### src/rtl/cache_pkg.sv
`default_nettype none
// ============================================================================
//  Module      : cache_pkg
//  Description : Shared FSM state encoding and replacement-policy constants
//                for the N-way read cache.
//  Revision    : 1.0 - initial release
// ============================================================================
package cache_pkg;

    localparam logic [1:0] c_st_idle   = 2'd0;
    localparam logic [1:0] c_st_lookup = 2'd1;
    localparam logic [1:0] c_st_fetch  = 2'd2;
    localparam logic [1:0] c_st_fill   = 2'd3;

    localparam int REPL_LRU = 0;
    localparam int REPL_RR  = 1;

    // A direct-mapped cache still needs a 1-bit way index to keep ports legal.
    function automatic int way_w(input int n);
        return (n > 1) ? $clog2(n) : 1;
    endfunction

endpackage
`default_nettype wire

### src/rtl/cache_repl_ctrl.sv
`default_nettype none
// ============================================================================
//  Module      : cache_repl_ctrl
//  Description : Per-set replacement state (true LRU ages or round-robin
//                pointer) and victim-way selection.
//  Revision    : 1.0 - initial release
// ============================================================================
module cache_repl_ctrl
    import cache_pkg::*;
#(
    parameter  int NUM_WAYS    = 2,
    parameter  int NUM_SETS    = 16,
    parameter  int REPL_POLICY = REPL_LRU,
    localparam int IDX_W       = $clog2(NUM_SETS),
    localparam int WAY_W       = way_w(NUM_WAYS)
) (
    input  logic                clk,
    input  logic                rst,
    input  logic [IDX_W-1:0]    set_idx,
    input  logic [NUM_WAYS-1:0] valid_bits,
    input  logic                touch,
    input  logic [WAY_W-1:0]    touch_way,
    input  logic                advance,
    output logic [WAY_W-1:0]    victim
);

    logic [WAY_W-1:0] w_policy_way;
    logic [WAY_W-1:0] w_free_way;
    logic             w_any_free;

    // Descending scan so the lowest-numbered invalid way wins.
    always_comb begin
        w_any_free = 1'b0;
        w_free_way = '0;
        for (int w = NUM_WAYS - 1; w >= 0; w--) begin
            if (!valid_bits[w]) begin
                w_any_free = 1'b1;
                w_free_way = WAY_W'(w);
            end
        end
    end

    assign victim = w_any_free ? w_free_way : w_policy_way;

    if (NUM_WAYS == 1) begin : g_direct
        logic w_unused;
        assign w_unused     = &{1'b0, clk, rst, set_idx, touch, touch_way, advance};
        assign w_policy_way = '0;
    end else if (REPL_POLICY == REPL_RR) begin : g_rr
        logic             w_unused;
        logic [WAY_W-1:0] r_ptr [NUM_SETS];

        assign w_unused = &{1'b0, touch, touch_way};

        always_ff @(posedge clk) begin
            if (rst) begin
                for (int s = 0; s < NUM_SETS; s++) r_ptr[s] <= '0;
            end else if (advance) begin
                r_ptr[set_idx] <= r_ptr[set_idx] + WAY_W'(1);
            end
        end

        assign w_policy_way = r_ptr[set_idx];
    end else begin : g_lru
        logic             w_unused;
        logic [WAY_W-1:0] r_age [NUM_SETS][NUM_WAYS];

        assign w_unused = &{1'b0, advance};

        always_ff @(posedge clk) begin
            if (rst) begin
                for (int s = 0; s < NUM_SETS; s++)
                    for (int w = 0; w < NUM_WAYS; w++)
                        r_age[s][w] <= WAY_W'(w);
            end else if (touch) begin
                for (int w = 0; w < NUM_WAYS; w++) begin
                    if (WAY_W'(w) == touch_way)
                        r_age[set_idx][w] <= '0;
                    else if (r_age[set_idx][w] < r_age[set_idx][touch_way])
                        r_age[set_idx][w] <= r_age[set_idx][w] + WAY_W'(1);
                end
            end
        end

        always_comb begin
            w_policy_way = '0;
            for (int w = 0; w < NUM_WAYS; w++)
                if (r_age[set_idx][w] == WAY_W'(NUM_WAYS - 1))
                    w_policy_way = WAY_W'(w);
        end
    end

endmodule
`default_nettype wire

### src/rtl/cache_system_nway.sv
`default_nettype none
// ============================================================================
//  Module      : cache_system_nway
//  Description : Set-associative one-word-line read cache with backing fetch
//                interface and access/hit statistics.
//  Revision    : 1.0 - initial release
// ============================================================================
module cache_system_nway
    import cache_pkg::*;
#(
    parameter int ADDR_WIDTH  = 11,
    parameter int DATA_WIDTH  = 32,
    parameter int NUM_WAYS    = 2,
    parameter int NUM_SETS    = 16,
    parameter int REPL_POLICY = REPL_LRU,
    parameter int CNT_WIDTH   = 16
) (
    input  logic                  clk,
    input  logic                  rst,
    input  logic                  read,
    input  logic [ADDR_WIDTH-1:0] addr,
    output logic [DATA_WIDTH-1:0] read_data,
    output logic                  hit,
    output logic                  done,
    output logic                  busy,
    output logic                  mem_req,
    output logic [ADDR_WIDTH-1:0] mem_addr,
    input  logic [DATA_WIDTH-1:0] mem_rdata,
    input  logic                  mem_ready,
    input  logic                  clear_stats,
    output logic [CNT_WIDTH-1:0]  access_count,
    output logic [CNT_WIDTH-1:0]  hit_count
);

    localparam int c_idx_w = $clog2(NUM_SETS);
    localparam int c_tag_w = ADDR_WIDTH - c_idx_w;
    localparam int c_way_w = way_w(NUM_WAYS);

    logic [1:0]            r_state;
    logic [ADDR_WIDTH-1:0] r_addr;
    logic [DATA_WIDTH-1:0] r_fill_data;
    logic [DATA_WIDTH-1:0] r_read_data;
    logic                  r_hit;
    logic                  r_done;
    logic                  r_busy;
    logic                  r_mem_req;
    logic [ADDR_WIDTH-1:0] r_mem_addr;
    logic [CNT_WIDTH-1:0]  r_access_count;
    logic [CNT_WIDTH-1:0]  r_hit_count;

    logic [NUM_WAYS-1:0]   r_valid [NUM_SETS];
    logic [c_tag_w-1:0]    r_tag   [NUM_SETS][NUM_WAYS];
    logic [DATA_WIDTH-1:0] r_data  [NUM_SETS][NUM_WAYS];

    logic [c_idx_w-1:0]    w_idx;
    logic [c_tag_w-1:0]    w_tag;
    logic                  w_hit;
    logic [c_way_w-1:0]    w_hit_way;
    logic [DATA_WIDTH-1:0] w_hit_data;
    logic [c_way_w-1:0]    w_victim;
    logic                  w_fill;
    logic                  w_touch;
    logic [c_way_w-1:0]    w_touch_way;
    logic                  w_advance;

    assign w_idx = r_addr[c_idx_w-1:0];
    assign w_tag = r_addr[ADDR_WIDTH-1:c_idx_w];

    always_comb begin
        w_hit      = 1'b0;
        w_hit_way  = '0;
        w_hit_data = '0;
        for (int w = 0; w < NUM_WAYS; w++) begin
            if (r_valid[w_idx][w] && r_tag[w_idx][w] == w_tag) begin
                w_hit      = 1'b1;
                w_hit_way  = c_way_w'(w);
                w_hit_data = r_data[w_idx][w];
            end
        end
    end

    assign w_fill      = (r_state == c_st_fill);
    assign w_touch     = w_fill || (r_state == c_st_lookup && w_hit);
    assign w_touch_way = w_fill ? w_victim : w_hit_way;
    // Round-robin only moves when a live line was evicted.
    assign w_advance   = w_fill && r_valid[w_idx][w_victim];

    cache_repl_ctrl #(
        .NUM_WAYS    (NUM_WAYS),
        .NUM_SETS    (NUM_SETS),
        .REPL_POLICY (REPL_POLICY)
    ) u_repl (
        .clk        (clk),
        .rst        (rst),
        .set_idx    (w_idx),
        .valid_bits (r_valid[w_idx]),
        .touch      (w_touch),
        .touch_way  (w_touch_way),
        .advance    (w_advance),
        .victim     (w_victim)
    );

    always_ff @(posedge clk) begin
        if (rst) begin
            r_state     <= c_st_idle;
            r_addr      <= '0;
            r_fill_data <= '0;
            r_read_data <= '0;
            r_hit       <= 1'b0;
            r_done      <= 1'b0;
            r_busy      <= 1'b0;
            r_mem_req   <= 1'b0;
            r_mem_addr  <= '0;
            for (int s = 0; s < NUM_SETS; s++) r_valid[s] <= '0;
        end else begin
            r_done <= 1'b0;
            case (r_state)
                c_st_idle: begin
                    // busy stays up through the done cycle, then drops.
                    if (r_done) begin
                        r_busy <= 1'b0;
                    end else if (read && !r_busy) begin
                        r_addr  <= addr;
                        r_busy  <= 1'b1;
                        r_state <= c_st_lookup;
                    end
                end
                c_st_lookup: begin
                    if (w_hit) begin
                        r_read_data <= w_hit_data;
                        r_hit       <= 1'b1;
                        r_done      <= 1'b1;
                        r_state     <= c_st_idle;
                    end else begin
                        r_mem_req  <= 1'b1;
                        r_mem_addr <= r_addr;
                        r_state    <= c_st_fetch;
                    end
                end
                c_st_fetch: begin
                    if (mem_ready) begin
                        r_fill_data <= mem_rdata;
                        r_mem_req   <= 1'b0;
                        r_state     <= c_st_fill;
                    end
                end
                c_st_fill: begin
                    r_valid[w_idx][w_victim] <= 1'b1;
                    r_read_data <= r_fill_data;
                    r_hit       <= 1'b0;
                    r_done      <= 1'b1;
                    r_state     <= c_st_idle;
                end
                default: r_state <= c_st_idle;
            endcase
        end
    end

    always_ff @(posedge clk) begin
        if (!rst && w_fill) begin
            r_tag[w_idx][w_victim]  <= w_tag;
            r_data[w_idx][w_victim] <= r_fill_data;
        end
    end

    always_ff @(posedge clk) begin
        if (rst || clear_stats) begin
            r_access_count <= '0;
            r_hit_count    <= '0;
        end else if (r_done) begin
            if (~&r_access_count) r_access_count <= r_access_count + CNT_WIDTH'(1);
            if (r_hit && ~&r_hit_count) r_hit_count <= r_hit_count + CNT_WIDTH'(1);
        end
    end

    assign read_data    = r_read_data;
    assign hit          = r_hit;
    assign done         = r_done;
    assign busy         = r_busy;
    assign mem_req      = r_mem_req;
    assign mem_addr     = r_mem_addr;
    assign access_count = r_access_count;
    assign hit_count    = r_hit_count;

endmodule
`default_nettype wire
### config.mk
export PLATFORM = sky130hd
export DESIGN_NAME = cache_system_nway
export DESIGN_NICKNAME = d
export VERILOG_FILES = /design/src/rtl/cache_pkg.sv /design/src/rtl/cache_repl_ctrl.sv /design/src/rtl/cache_system_nway.sv
export SDC_FILE = /design/constraint.sdc
export NUM_CORES = 2
export LEC_CHECK = 0
export CORE_MARGIN = 1
export CORE_UTILIZATION = 60
export CTS_CLUSTER_SIZE = 14
export DETAILED_ROUTE_END_ITERATION = 6
export DONT_BUFFER_PORTS = 1
export HOLD_SLACK_MARGIN = 0.05
export PLACE_DENSITY = 0.76
export SLEW_MARGIN = 0
export SYNTH_ARGS = -nofsm -noshare
export SYNTH_HDL_FRONTEND = slang
export SYNTH_SLANG_ARGS = --single-unit
### constraint.sdc
create_clock -name clk -period 5.4 [get_ports clk]
set_input_delay 0.54 -clock clk [delete_from_list [all_inputs] [get_ports clk]]
set_output_delay 0.54 -clock clk [all_outputs]
set_load 0.02 [all_outputs]
# ---- Word level (Yosys, flattened, before mapping)
# Memories as Yosys holds them, arrays and structs flattened. A register that Yosys moved wholly into a read port is not among the register bits.
# Cells that the tools add are included.
dict set report totals {
  mem_count 4
  mem_bits_rw 1312
  ff_bits 124
  wordCells 151
  input_bits 48
  output_inout_bits 79
}
# memory depth word_bits rd rd_ports_with_merged_regs wr line
set memory_table {}
lappend memory_table {r_data 16 64 1 1 1 cache_system_nway.sv:53} ;# logic [DATA_WIDTH-1:0] r_data [NUM_SETS][NUM_WAYS];
lappend memory_table {r_tag 16 14 1 1 1 cache_system_nway.sv:52} ;# logic [c_tag_w-1:0] r_tag [NUM_SETS][NUM_WAYS];
lappend memory_table {r_valid 16 2 1 1 16 cache_system_nway.sv:51} ;# logic [NUM_WAYS-1:0] r_valid [NUM_SETS];
lappend memory_table {u_repl.g_lru.r_age 16 2 1 1 16 cache_repl_ctrl.sv:66} ;# logic [WAY_W-1:0] r_age [NUM_SETS][NUM_WAYS];
dict set report op_classes {
  n_eq_ne 10
  bitwise 7
  magnitude_cmp 7
  reduce_logical 30
  mux 78
  addsub 4
}
# cell n
set ops {}
lappend ops {{$mux W32} 4}
lappend ops {{$mux W64} 1}
lappend ops {{$pmux W32 S2} 1}
lappend ops {{$mux W1} 44}
lappend ops {{$mux W4} 10}
lappend ops {{$add A16 B1 Y16 const B} 2}
lappend ops {{$demux W32 S1} 1}
lappend ops {{$reduce_and A16 Y1} 2}
lappend ops {{$mux W2} 9}
lappend ops {{$eq A7 B7 Y1} 2}
lappend ops {{$mux W14} 1}
lappend ops {{$reduce_and A2 Y1} 6}
lappend ops {{$ne A2 B2 Y1 const B} 5}
lappend ops {{$reduce_and A3 Y1} 3}
lappend ops {{$logic_and A1 B1 Y1} 8}
lappend ops {{$pmux W2 S4} 1}
lappend ops {{$demux W7 S1} 1}
lappend ops {{$mux W7} 1}
lappend ops {{$pmux W1 S2} 3}
lappend ops {{$reduce_bool A2 Y1} 3}
lappend ops {{$eq A2 B2 Y1 const B} 2}
lappend ops {{$ge A2 B2 Y1 const B} 2}
lappend ops {{$not A1 Y2} 2}
lappend ops {{$reduce_or A2 Y1} 2}
lappend ops {{12 further kinds} 20}

# ---- Depth between registers and ports, before layout
dict set report logic_depth {
  ltp_word 17
  depth_mapped 16
  depth_no_buf 8
}

# ---- By module
# Synthesis repeated with hierarchy kept, for this count alone.
dict set report hier_totals {
  cells_unflattened 2877
  area_unflattened_um2 56382.8
}
# module instances cells_each area_each_um2 seq_area_each_um2
set by_module_without_submodules {}
lappend by_module_without_submodules {cache_system_nway 1 2694 54327.1 40679.0}
lappend by_module_without_submodules {cache_repl_ctrl 1 183 2055.7 950.9}

# ---- Least setup slack after synthesis
# Ideal clock, no wire load.
dict set report synth_timing {
  path_kind {reg-to-reg}
  start {reg with a tool-made name}
  end {mem r_data[12][0] (netlist name), enable pin}
  n_path_buf 3
  t_arrival_ps 4192
  required_time_ps 4963
  setup_time_ps 437
  stages_incl_launch_ff 10
  synth_period_minus_slack_ps 4629
  slack_ps 771
  cell_sequence {dfxtp_1 -> buf_6 -> mux4_2 -> mux4_2 -> inv_1 -> o21ai_1 -> or3_1 -> clkbuf_1 -> clkbuf_1 -> nor2_1}
}
# item line
set synth_rtl {}
lappend synth_rtl {{end, declared} cache_system_nway.sv:53}

==> impl.org <==
** Run status
- The flow ran to the end, and the final reports show no timing, DRC or antenna violations.

** Detailed routing
- Before antenna repair, the detailed router went through 6 iterations.
- Via-per-instance ratio :: 6.81
- In the routed design, unresolved DRC markers number 0.
- Final WL :: 137,000 um
- Per-cell routed wire length :: 32.0 um
- For this block, the initial DRC count from the detailed router was 3,733.
- The routed layout has 29.2k vias.
- ANT nets after route :: 0

** CTS
- TritonCTS built the clock tree.
- Clock tree synthesis found a total of 1,440 sinks.
- After clock tree synthesis, the clock-pin slew on the worst setup and hold paths is 60 ps.
- Total CTS buffers :: 138
- Worst skew pair latency :: 740 ps
- Root Buffer :: sky130_fd_sc_hd__clkbuf_16
- Maximum count of clock buffers along a single path :: 3
- Once the clock tree was built, the setup fixing pass inserted 0 buffers.
- Number of H-tree levels :: 4
- Gates resized during post-CTS repair numbered 0.

** Final layout
- Syn-to-layout area delta :: 11.8%
- In the final layout, the share of cells above drive strength 1 is 0.246.
- 0 antenna diodes ended up in the layout.
- The finished layout holds 4,281 standard cells, fillers aside.
- Final Util :: 0.681
- In the final design database the tool counted 2,980 nets.
- Leading cell types in the layout, fill and taps excluded :: sky130_fd_sc_hd__edfxtp_1 (1,279), sky130_fd_sc_hd__mux4_2 (389), sky130_fd_sc_hd__dfxtp_1 (156)
- The library cell used most frequently in the layout, excluding fill and tap cells, is sky130_fd_sc_hd__edfxtp_1.

** Pwr
- Power per cell area :: 370 nW/um2
- Total power after layout :: 23,200 uW
- Internal power summed over all cells :: 18,100 uW
- Of the total power, registers draw 0.536.
- Of the total power, combinational logic draws 0.062.
- Summed over all nets, the switching power comes to 5160 uW.
- Maximum VDD drop :: 0.358 mV
- Of the total power, the clock network draws 0.402.
- Leakage power of the design :: 0.0191 uW
- Of the total power, the share spent switching nets is 0.222.

** Critical path
- Along the worst path, the maximum fanout reaches 32.
- Worst setup path category :: reg -> reg
- The worst setup path is launched from a register.
- The worst setup path is captured at a register.
- Most numerous cell on the critical path :: sky130_fd_sc_hd__buf_4
- Critical path required time :: 5830 ps
- The number of cells on the worst reg-to-reg path is 8.
- Cell-by-cell listing of the critical path :: buf_4, mux4_2, mux4_2, o21ai_1, nand4_1, buf_4, nor2_4, buf_4
- For this run, the slowest stage of the critical path takes 800 ps.
- On the critical path, the stage with the largest delay is an instance of sky130_fd_sc_hd__nor2_4.
- Worst path arrival time :: 4870 ps
- Worst reg2reg endpoint :: r_data[8][43]
- Register-to-Register Setup Slack :: 960 ps

** Logic synthesis
- Flop and latch count out of synthesis :: 1,440
- Synthesized area per cell :: 20.0 um2
- The number of nets in the synthesized netlist is 2,863.
- The netlist uses 75 different library cells.
- Number of warnings printed during yosys synthesis :: 0
- Summing every instance area after synthesis gives 56,100 um2.
- Synthesis handed over a netlist of 2,813 instances.
- Yosys mapped a number of flops with a built-in enable equal to 1,279.
- Counting flops with an async set or reset pin after synthesis yields a share of 0.
- For this run, the leading register cell type out of synthesis is sky130_fd_sc_hd__edfxtp_1.
- Seq/Total Area, Yosys :: 0.742

** STA
- Measured against its own limit, the worst slew margin works out to 0.181.
- Adding up every negative setup slack in the final design gives 0 ps.
- Setup repair after global routing left no endpoint under its margin.
- The total count of hold-check failures in the final report came to 0.
- Tcrit/Tclk final :: 0.823
- Final worst setup slack :: 958 ps
- Setup violations remaining at the end of the flow were counted as 0.
- The worst path needs 4440 ps of the cycle, external delays included.
- For the pin with the worst max-slew slack, the measured transition is 1220 ps.
- Fin Clk Skew :: 25.1 ps
- Peak clock frequency supported by timing :: 0.225 GHz
- Number of max-slew violations in the final report :: 0

** Min path
- WHS Path Cells :: 3
- The worst hold path begins at read.
- The min-delay analysis places its worst path in the category in -> reg.
- Worst hold endpoint :: r_addr[10]

** GRT
- Wire length of the first global-routing pass :: 200,000 um
- Summed over all layers, the global routing overflow is 0.
- The via count of the first global-routing pass came to 29.5k.
- The initial antenna violation count is 3.
- Aggregate global-route resource usage :: 0.296
- Entering global routing, the biggest net connects 123 pins.

** Die
- The initial utilization of the core area, before any placement, comes to 0.609.
- The die is 308 um wide.
- # IOs :: 127
- Placeable core area :: 92,200 um2
- Floorplan die area :: 94,800 um2
- From bottom edge to top edge, the die measures 308 um.
- In this run the core area contains 111 standard-cell rows.

** Placed design
- Estimated wirelength of the detail-placed design :: 78,000 um
- Placed Instances :: 3,986
- At the placement stage, the worst setup path has a slack of 947 ps.
- Last weighted congestion value of the routability-driven placer :: 0.898
- Buffers placed on the I/O ports in this run total 0.

** Run
- Number of maximum-capacitance violations :: 0
==> power by group through the flow <==
| stage | Clock, uW | Combinational [uW] | Sequential, uW |
|---|---|---|---|
| 6_report | 9340 | 1430 | 12500 |
| 5_1_grt | 9830 | 1500 | 12500 |
| 4_1_cts | 9410 | 1430 | 12400 |
| 3_5_place_dp | 0 | 1360 | 12700 |
| 3_3_place_gp | 0 | 1330 | 12700 |
| 2_1_floorplan | 0 | 1000 | 12600 |
==> state kept, by name (all words and copies together) (netlist names), named ones only <==
name,count
access_count,16
busy,1
done,1
hit,1
hit_count,16
mem_addr,11
mem_req,1
r_addr,11
r_data,1024
r_fill_data,32
r_state,1
r_tag,224
r_valid,32
read_data,32
u_repl.g_lru.r_age,32
==> metal layers <==
layer	routed length, um	vias up	GRT usage
li1	-	11800	-
met1	49300	15200	0.386
met2	69100	1829	0.485
met3	13600	318	0.0713
met4	5190	0	0.117
met5	0	-	0
==> cell usage after synthesis (8+ instances only) <==
| master | count | share of area |
|---|---|---|
| sky130_fd_sc_hd__xor2_1 | 20 | 0.0031 |
| sky130_fd_sc_hd__buf_6 | 17 | 0.0034 |
| sky130_fd_sc_hd__edfxtp_1 | 1279 | 0.68 |
| sky130_fd_sc_hd__nand4_1 | 23 | 0.0026 |
| sky130_fd_sc_hd__a31o_1 | 10 | 0.0016 |
| sky130_fd_sc_hd__a21oi_1 | 87 | 0.0078 |
| sky130_fd_sc_hd__mux4_2 | 389 | 0.16 |
| sky130_fd_sc_hd__mux2i_1 | 40 | 0.0071 |
| sky130_fd_sc_hd__dfxtp_1 | 161 | 0.057 |
| sky130_fd_sc_hd__buf_2 | 28 | 0.0025 |
| sky130_fd_sc_hd__clkbuf_1 | 106 | 0.0071 |
| sky130_fd_sc_hd__o31ai_1 | 12 | 0.0016 |
| sky130_fd_sc_hd__o32ai_1 | 30 | 0.0047 |
| sky130_fd_sc_hd__a22oi_1 | 10 | 0.0013 |
| sky130_fd_sc_hd__nand2_1 | 144 | 0.0096 |
| sky130_fd_sc_hd__nand2b_1 | 8 | 0.00089 |
| sky130_fd_sc_hd__nor2b_1 | 9 | 0.0010 |
| sky130_fd_sc_hd__a221oi_1 | 31 | 0.0048 |
| sky130_fd_sc_hd__a21o_1 | 48 | 0.0064 |
| sky130_fd_sc_hd__nand3_1 | 25 | 0.0022 |
| sky130_fd_sc_hd__o21ai_0 | 8 | 0.00071 |
| sky130_fd_sc_hd__nor2_1 | 135 | 0.0090 |
| sky130_fd_sc_hd__buf_4 | 19 | 0.0025 |
| sky130_fd_sc_hd__and3_1 | 9 | 0.0010 |
| sky130_fd_sc_hd__xnor2_1 | 14 | 0.0022 |
| sky130_fd_sc_hd__inv_1 | 14 | 0.00094 |
| sky130_fd_sc_hd__nor3_1 | 40 | 0.0036 |
==> critical path, delay by kind of cell, from the launching register on <==
family | cells | cell delay (ps)
buffers and inverters | 3 | 1190
muxes | 2 | 1100
AOI/OAI and AO/OA | 1 | 320
DFF | 1 | 540
and+or+nand+nor | 2 | 940
==> how the worst max path moves through the flow <==
stage | startpoint | endpoint | slack [ps] | cells past startpoint
4_1_cts | register | r_data[8][38] | 920 | 8
2_1_floorplan | register | r_data[12][0] | 770 | 9
3_3_place_gp | register | r_data[8][42] | 1010 | 8
3_5_place_dp | register | r_data[8][38] | 950 | 8
5_1_grt | register | r_data[8][46] | 670 | 8
6_report | register | r_data[8][43] | 960 | 8
==> logic make-up after synthesis <==
kind of cell	synth area share
muxes	0.164
buffers and inverters	0.0175
AOI/OAI and AO/OA	0.0365
adders and majority gates	0.000446
and+or+nand+nor	0.0347
DFF	0.742
xor gates and xnor gates	0.00530
==> area by class of cell <==
| cell class | count | area [um2] |
|---|---|---|
| clock buffer | 198 | 3880 |
| clock inverter | 50 | 430 |
| fill | 5645 | 29400 |
| inverter | 15 | 61.3 |
| multi-input combinational | 1181 | 13800 |
| sequential | 1440 | 41600 |
| tap | 1243 | 1560 |
| timing repair buffer | 154 | 1420 |
==> timing repair <==
action | in CTS | in global routing
hold buffers | 47 | 0
setup endpoints to repair | 0 | 0
hold endpoints to repair | 100 | 0
==> stage by stage <==
stage               hold slack [ps]  instance area [um2]
finish                         90.2                62800
CTS                            69.8                62800
global route                    107                62800
global placement                424                58000
detailed placement              437                58000
floorplan                       418                56100
(Power assumes the default switching activity.)
